### src/rtl/alu_scheduler.sv
// Two-requester ALU front end: round-robin arbitration, one-cycle ALU ops,
// an 8-cycle shift-add multiplier, and a held response slot.
module alu_scheduler (
   input  logic        clk,
   input  logic        rst,
   input  logic        req0_valid,
   output logic        req0_ready,
   input  logic [7:0]  req0_a,
   input  logic [7:0]  req0_b,
   input  logic [3:0]  req0_sel,
   input  logic        req1_valid,
   output logic        req1_ready,
   input  logic [7:0]  req1_a,
   input  logic [7:0]  req1_b,
   input  logic [3:0]  req1_sel,
   output logic        rsp_valid,
   input  logic        rsp_ready,
   output logic        rsp_id,
   output logic [15:0] rsp_data,
   output logic        rsp_err,
   output logic        busy
);

   typedef enum logic [1:0] {IDLE, EXEC, MUL, RESP} state_t;

   state_t      state_q, state_d;
   logic        ptr_q, ptr_d;
   logic        id_q, id_d;
   logic [7:0]  a_q, a_d;
   logic [7:0]  b_q, b_d;
   logic [3:0]  sel_q, sel_d;
   logic [2:0]  cnt_q, cnt_d;
   logic [15:0] acc_q, acc_d;
   logic [15:0] rsp_data_q, rsp_data_d;
   logic        rsp_err_q, rsp_err_d;
   logic        rsp_id_q, rsp_id_d;
   logic        rsp_valid_q, rsp_valid_d;
   logic        busy_q, busy_d;

   logic        grant_id;
   logic [15:0] alu_res;
   logic        alu_err;
   logic [15:0] partial;

   // The pointer only breaks ties; a lone valid requester always wins.
   assign grant_id   = (req0_valid && req1_valid) ? ptr_q : req1_valid;
   assign req0_ready = !rst && (state_q == IDLE) && req0_valid && !grant_id;
   assign req1_ready = !rst && (state_q == IDLE) && req1_valid && grant_id;

   always_comb begin
      alu_res = '0;
      alu_err = 1'b0;
      case (sel_q)
         4'b0000: alu_res = {7'b0, {1'b0, a_q} + {1'b0, b_q}};
         4'b0001: alu_res = {8'b0, a_q - b_q};
         4'b0011: begin
            if (b_q == 8'd0) begin
               alu_res = 16'h00FF;
               alu_err = 1'b1;
            end else begin
               alu_res = {8'b0, a_q / b_q};
            end
         end
         4'b0100: alu_res = {8'b0, a_q[6:0], 1'b0};
         4'b0101: alu_res = {9'b0, a_q[7:1]};
         4'b0110: alu_res = {8'b0, a_q[6:0], a_q[7]};
         4'b0111: alu_res = {8'b0, a_q[0], a_q[7:1]};
         4'b1000: alu_res = {8'b0, a_q & b_q};
         4'b1001: alu_res = {8'b0, a_q | b_q};
         4'b1010: alu_res = {8'b0, a_q ^ b_q};
         4'b1011: alu_res = {8'b0, ~(a_q | b_q)};
         4'b1100: alu_res = {8'b0, ~(a_q & b_q)};
         4'b1101: alu_res = {8'b0, ~(a_q ^ b_q)};
         4'b1110: alu_res = {15'b0, a_q > b_q};
         4'b1111: alu_res = {15'b0, a_q == b_q};
         default: alu_res = '0;
      endcase
   end

   // One multiplier bit per cycle, LSB first, weighted by the iteration count.
   assign partial = b_q[cnt_q] ? ({8'b0, a_q} << cnt_q) : 16'd0;

   always_comb begin
      state_d     = state_q;
      ptr_d       = ptr_q;
      id_d        = id_q;
      a_d         = a_q;
      b_d         = b_q;
      sel_d       = sel_q;
      cnt_d       = cnt_q;
      acc_d       = acc_q;
      rsp_data_d  = rsp_data_q;
      rsp_err_d   = rsp_err_q;
      rsp_id_d    = rsp_id_q;
      rsp_valid_d = rsp_valid_q;
      case (state_q)
         IDLE: begin
            if (req0_ready || req1_ready) begin
               id_d    = req1_ready;
               a_d     = req1_ready ? req1_a : req0_a;
               b_d     = req1_ready ? req1_b : req0_b;
               sel_d   = req1_ready ? req1_sel : req0_sel;
               ptr_d   = !req1_ready;
               cnt_d   = 3'd0;
               acc_d   = 16'd0;
               state_d = ((req1_ready ? req1_sel : req0_sel) == 4'b0010) ? MUL : EXEC;
            end
         end
         EXEC: begin
            rsp_data_d  = alu_res;
            rsp_err_d   = alu_err;
            rsp_id_d    = id_q;
            rsp_valid_d = 1'b1;
            state_d     = RESP;
         end
         MUL: begin
            acc_d = acc_q + partial;
            cnt_d = cnt_q + 3'd1;
            if (cnt_q == 3'd7) begin
               rsp_data_d  = acc_q + partial;
               rsp_err_d   = 1'b0;
               rsp_id_d    = id_q;
               rsp_valid_d = 1'b1;
               state_d     = RESP;
            end
         end
         RESP: begin
            if (rsp_ready) begin
               rsp_valid_d = 1'b0;
               state_d     = IDLE;
            end
         end
         default: state_d = IDLE;
      endcase
      busy_d = (state_d != IDLE);
   end

   always_ff @(posedge clk) begin
      if (rst) begin
         state_q     <= IDLE;
         ptr_q       <= 1'b0;
         id_q        <= 1'b0;
         a_q         <= 8'd0;
         b_q         <= 8'd0;
         sel_q       <= 4'd0;
         cnt_q       <= 3'd0;
         acc_q       <= 16'd0;
         rsp_data_q  <= 16'd0;
         rsp_err_q   <= 1'b0;
         rsp_id_q    <= 1'b0;
         rsp_valid_q <= 1'b0;
         busy_q      <= 1'b0;
      end else begin
         state_q     <= state_d;
         ptr_q       <= ptr_d;
         id_q        <= id_d;
         a_q         <= a_d;
         b_q         <= b_d;
         sel_q       <= sel_d;
         cnt_q       <= cnt_d;
         acc_q       <= acc_d;
         rsp_data_q  <= rsp_data_d;
         rsp_err_q   <= rsp_err_d;
         rsp_id_q    <= rsp_id_d;
         rsp_valid_q <= rsp_valid_d;
         busy_q      <= busy_d;
      end
   end

   assign rsp_valid = rsp_valid_q;
   assign rsp_data  = rsp_data_q;
   assign rsp_err   = rsp_err_q;
   assign rsp_id    = rsp_id_q;
   assign busy      = busy_q;

endmodule

### config.mk
export PLATFORM = sky130hd
export DESIGN_NAME = alu_scheduler
export DESIGN_NICKNAME = d
export VERILOG_FILES = /design/src/rtl/alu_scheduler.sv
export SDC_FILE = /design/constraint.sdc
export NUM_CORES = 1
export LEC_CHECK = 0
export CAP_MARGIN = 5
export CORE_ASPECT_RATIO = 0.8
export CORE_UTILIZATION = 59
export DETAILED_ROUTE_END_ITERATION = 10
export GPL_ROUTABILITY_DRIVEN = 0
export GPL_TIMING_DRIVEN = 1
export PLACE_DENSITY = 0.9
export SLEW_MARGIN = 20
export SYNTH_ARGS = -nofsm -noshare
export SYNTH_HDL_FRONTEND = slang
export SYNTH_SLANG_ARGS = --single-unit
### constraint.sdc
create_clock -name clk -period 14.5 [get_ports clk]
set_input_delay 2.9 -clock clk [delete_from_list [all_inputs] [get_ports clk]]
set_output_delay 2.9 -clock clk [all_outputs]
set_load 0.01 [all_outputs]
**Word-level counts from Yosys, hierarchy flattened**

Index checks and enable logic that the tools add are counted.
Widths: inputs -> output; s select.

- Add/sub/neg operators: 4
- Div/mod/pow operators: 1
- Order comparisons: 2
- Equal/unequal tests: 23
- Shift operators: 1
- Mux-type cells: 29
- Bitwise operators: 6
- Reduce and logical (&&, ||, !) cells: 21

Operators by type and width:

| operator | number |
|---|---|
| $pmux 9 s15 | 1 |
| $pmux 16 s2 | 2 |
| $mux 16 | 3 |
| $eq 4x4->1 const B | 8 |
| $mux 8 | 3 |
| $not 8->8 | 3 |
| $add 16x16->16 | 1 |
| $eq 4x3->1 const B | 4 |
| $shl 8x3->16 | 1 |
| $add 8x8->9 | 1 |
| $and 8x8->8 | 1 |
| $div 8x8->8 | 1 |
| $eq 4x2->1 const B | 2 |
| $eq 8x8->1 | 1 |
| $gt 8x8->1 | 1 |
| $logic_not 8->1 | 1 |
| $mux 1 | 8 |
| $mux 2 | 4 |
| $or 8x8->8 | 1 |
| $pmux 2 s4 | 1 |
| $sub 8x8->8 | 1 |
| $xor 8x8->8 | 1 |
| $logic_and 1x1->1 | 6 |
| $pmux 3 s2 | 1 |
| other kinds (21) | 30 |

- Flip-flop bits (word level): 63
- Input port bits: 45
- Word-level logic and storage cells: 100

**Logic depth before layout (Yosys ltp)**

- Depth in word-level cells: 10
- Depth in mapped cells: 49
- Depth with buffers taken out: 47

**Worst setup path before layout**

Ideal clock, no wire load.

- Kind: register -> register
- Start: register b_q[6]
- End: register rsp_data_q[0] (netlist: rsp_data[0])
- Data arrival time: 9.920 ns
- Path slack: 4.506 ns
- Stages on the path, launching flop included: 44
- Buffers on the path: 3
- Clock period less this slack: 9.994 ns
- Path through: dfxtp_1 > buf_6 > nor4_1 > a41oi_1 > a21oi_1 > ha_1 > or3_1 > nand4_1 > o21ai_0 > ha_1 > a21oi_1 > a2111oi_4 > a311oi_1 > or2_2 > ha_1 > or2_2 > o311a_1 > o21a_1 > [... 8 more ...] > ha_1 > o21ai_0 > nand2b_1 > nand4_1 > a211oi_2 > mux2_2 > ha_1 > nand2_1 > o21ai_0 > a21o_1 > a41o_1 > clkbuf_1 > mux2_2 > ha_1 > nand3_1 > o2111ai_1 > nand3_1 > a31oi_1

- Longest elaborated chain between the ends: 6

Ends and longest elaborated chain:

| element | RTL line | source |
|---|---|---|
| from (decl) | 30 | `logic [7:0] b_q, b_d;` |
| from (signal assigned) | 144 | `b_q <= 8'd0;` |
| from (signal assigned) | 158 | `b_q <= b_d;` |
| branches (longest 5 deep; another with $div 8x8->8) | - |  |
| $pmux 16 s2 (*) | 96 | `case (state_q)` |
| to (signal assigned) | 162 | `rsp_data_q <= rsp_data_d;` |
| to (decl) | 34 | `logic [15:0] rsp_data_q, rsp_data_d;` |

Mark *: on every way between the ends. The select of a mux whose other input is x is not followed.
A chain may end at the register's enable or synchronous reset.

**Worst setup path after layout**

- Start: register b_q[4]
- End: register rsp_data_q[0] (netlist: rsp_data[0])

Same word-level chain as after synthesis.

==> flow_metrics.env <==
export IMPL_leakagePower_uw=0.00303
export IMPL_vias_per_cell=6.64
export IMPL_synth_seq_area_share_pct=18.7
export IMPL_synth_flop_cell="dfxtp_1"
export IMPL_clockBufferDepth=2
export IMPL_synth_edf_count=0
export IMPL_reg2reg_depth=42
export IMPL_die_area_um2=11900
export IMPL_finalInstanceArea_um2=7770
export IMPL_cts_clk_slew_worst_paths_ns=0.06
export IMPL_final_hold_viol_count=0
export IMPL_fmax_mhz=88.4
export IMPL_post_dp_hpwl_um=14500
export IMPL_status="finished clean"
export IMPL_min_path_cells=2
export IMPL_endpoint_kind="flip-flop"
export IMPL_rows=34
export IMPL_finalSetupViolCount=0
export IMPL_ys_top_cells_by_area="dfxtp_1 (19%), ha_1 (14%), nand2_1 (6.1%)"
export IMPL_worst_path_stages=42
export IMPL_area_delta_synth_final_pct=15.2
export IMPL_cts_buffers=9
export IMPL_drv_cap=0
export IMPL_drc=0
export IMPL_ctsResizeCount=0
export IMPL_yosys_area_top_type="dfxtp_1"
export IMPL_cts_hold_buf=0
export IMPL_synth_most_common_cell="nand2_1"
export IMPL_netlist_instances=912
export IMPL_crit_buf_inv=1
export IMPL_drive_gt1_share_pct=5.50
export IMPL_synth_top_area_share_pct=18.7
export IMPL_grt_max_degree=57
export IMPL_track_usage_pct=34.2
export IMPL_die_w_um=122
export IMPL_synth_commonest_cells="nand2_1 (109), nor2_1 (98), ha_1 (77), dfxtp_1 (63), a21oi_1 (62)"
export IMPL_clk_latency_ns=0.34
export IMPL_grt_pass1_wl_um=32500
export IMPL_place_area_um2=7420
export IMPL_critPathSlowestCell="nor4_1"
export IMPL_worstMarginPinSlew_ns=1.07
export IMPL_cts_tree="yes"
export IMPL_critical_path_max_fanout=10
export IMPL_grt_ovfl_total=0
export IMPL_fin_util_pct=70.5
export IMPL_ios=67
export IMPL_yosys_warnings=0
export IMPL_final_max_slew_viol_count=0
export IMPL_crit_path_frequent_cell="ha_1"
export IMPL_rsz0062_at_grt="no"
export IMPL_ys_ff_latch=63
export IMPL_die_h_um=97.6
export IMPL_min_path_type="flip-flop to flip-flop"
export IMPL_htree_levels=3
export IMPL_slew_limit_headroom_pct=27.9
export IMPL_drtPass1Iterations=7
export IMPL_port_buffer_count=66
export IMPL_synth_cell_types=70
export IMPL_core_um2=11000
export IMPL_finalHoldWorstSlack_ns=0.457
export IMPL_skew_ns=0.00936
export IMPL_peakVddDrop_mv=0.377
export IMPL_crit_required_ns=14.72
export IMPL_post_cts_buffers=0
export IMPL_drtIter0Drc=945
export IMPL_pwr_density_cell_nw_per_um2=264
export IMPL_use_met2_pct=50.0
export IMPL_instances_no_fill=1089
export IMPL_cts_sinks=63
export IMPL_period_share_pct=78.0
export IMPL_gr_usage_met3_pct=8.92
export IMPL_routedWlPerCell_um=18.3
export IMPL_place_inst=1073
export IMPL_fillers=846
export IMPL_antenna_found_initial=0
export IMPL_fin_nets=1065
export IMPL_met1_usage_pct=48.2
export IMPL_worstPathArrival_ns=11.53
export IMPL_vias=7229
export IMPL_critPathTopFamily="compound AO/OA/AOI/OAI gates"
export IMPL_fin_crit_ns=11.31
export IMPL_wirelength_um=19900
export IMPL_ant_nets=0
export IMPL_synth_avg_cell_area_um2=7.40
export IMPL_cp_start_kind="flip-flop"
export IMPL_initial_core_util_pct=61.2
export IMPL_syn_area_um2=6750
export IMPL_grt_pass1_vias=6559
export IMPL_critical_path_class="flip-flop to flip-flop"
export IMPL_async_flop_share_pct=0
export IMPL_grt_busiest_layer="met2"
export IMPL_mappedNetlistNets=1037
export IMPL_cpPeakStageDelay_ns=0.94
export IMPL_setup_tns_ns=0
export IMPL_root_buffer="clkbuf_16"
export IMPL_insertedDiodeCount=0
-- cell type report --
type                            instances  area, µm²  area share [%]
Clock buffer                            9        225            2.90
Sequential cell                        63       1260            16.2
Clock inverter                          7        125            1.61
Inverter                               34        128            1.64
Multi-Input combinational cell        756       5120            65.9
Timing Repair Buffer                   76        731            9.40
Tap cell                              144        180            2.32
-- through the flow --
| stage | setup slack, ns | total power [µW] |
|---|---|---|
| after floorplan | 4.51 | 1470 |
| after CTS | 3.36 | 2020 |
| after global placement | 3.87 | 1690 |
| after global routing | 2.55 | 2240 |
| after detailed placement | 3.38 | 1760 |
| final | 3.19 | 2050 |
-- flip-flops by register name, summed over array words and instances, names as in the netlist --
signal and count:
a_q 8, acc_q 16, b_q 8, busy 1, cnt_q 3, id_q 1, ptr_q 1, rsp_data 16
rsp_err 1, rsp_id 1, rsp_valid 1, sel_q 4, state_q 2
-- layer usage --
layer | part of all wire, % | up-vias
li1 | - | 3425
met5 | 0 | -
met3 | 11 | 64
met4 | 2.7 | 0
met2 | 42 | 471
met1 | 44 | 3269
-- power breakdown --
group / internal [µW] / switching, µW / leakage, µW
sequential: 186 / 25.7 / 0.000514
clock: 170 / 88.7 / 0.000171
combinational: 760 / 822 / 0.00235
total: 1120 / 937 / 0.00303
-- kinds of logic after synthesis --
| kind of cell | Yosys count | share of synthesized area [%] |
|---|---|---|
| multiplexers | 33 | 5.73 |
| AO/OA/AOI/OAI | 272 | 27.6 |
| XOR/XNOR | 28 | 3.64 |
| buffers and inverters | 93 | 5.42 |
| AND/OR/NAND/NOR | 343 | 23.7 |
| flip-flops | 63 | 18.7 |
| adder cells (fa/ha/maj) | 80 | 15.2 |
-- path summary, 6_finish.rpt --
check | start | end | slack [ns]
worst max-delay path | b_q[4] | rsp_data[0] | 3.19
worst min-delay path | rsp_valid | rsp_valid | 0.46
worst min register to register | rsp_valid | rsp_valid | 0.46
worst max register to register | b_q[4] | rsp_data[0] | 3.19
-- worst reg2reg max path: cells and delay by family, from the launching register on --
family | cells | cell delay, ns
AOI/OAI and AO/OA | 20 | 4.39
adders and majority gates | 7 | 2.07
buffers and inverters | 1 | 0.08
DFF | 1 | 0.38
muxes | 2 | 0.73
and+or+nand+nor | 12 | 3.56
-- placed cells by master, fill, tap and decap left out, types with 11 or more instances in the layout --
cell / synthesis / layout
mux2i_1: 18 / 18
nand2_1: 109 / 109
clkdlybuf4s50_1: 0 / 65
nand3_1: 24 / 24
a22oi_1: 14 / 14
a21oi_1: 62 / 62
o21ai_0: 51 / 51
xnor2_1: 21 / 21
a311oi_1: 21 / 21
ha_1: 77 / 77
dfxtp_1: 63 / 63
nor3_1: 28 / 28
inv_1: 34 / 34
nor2_1: 98 / 98
nand2b_1: 14 / 14
o21a_1: 18 / 18
a21o_1: 11 / 11
No activity file was read; power rests on OpenSTA's default activity.
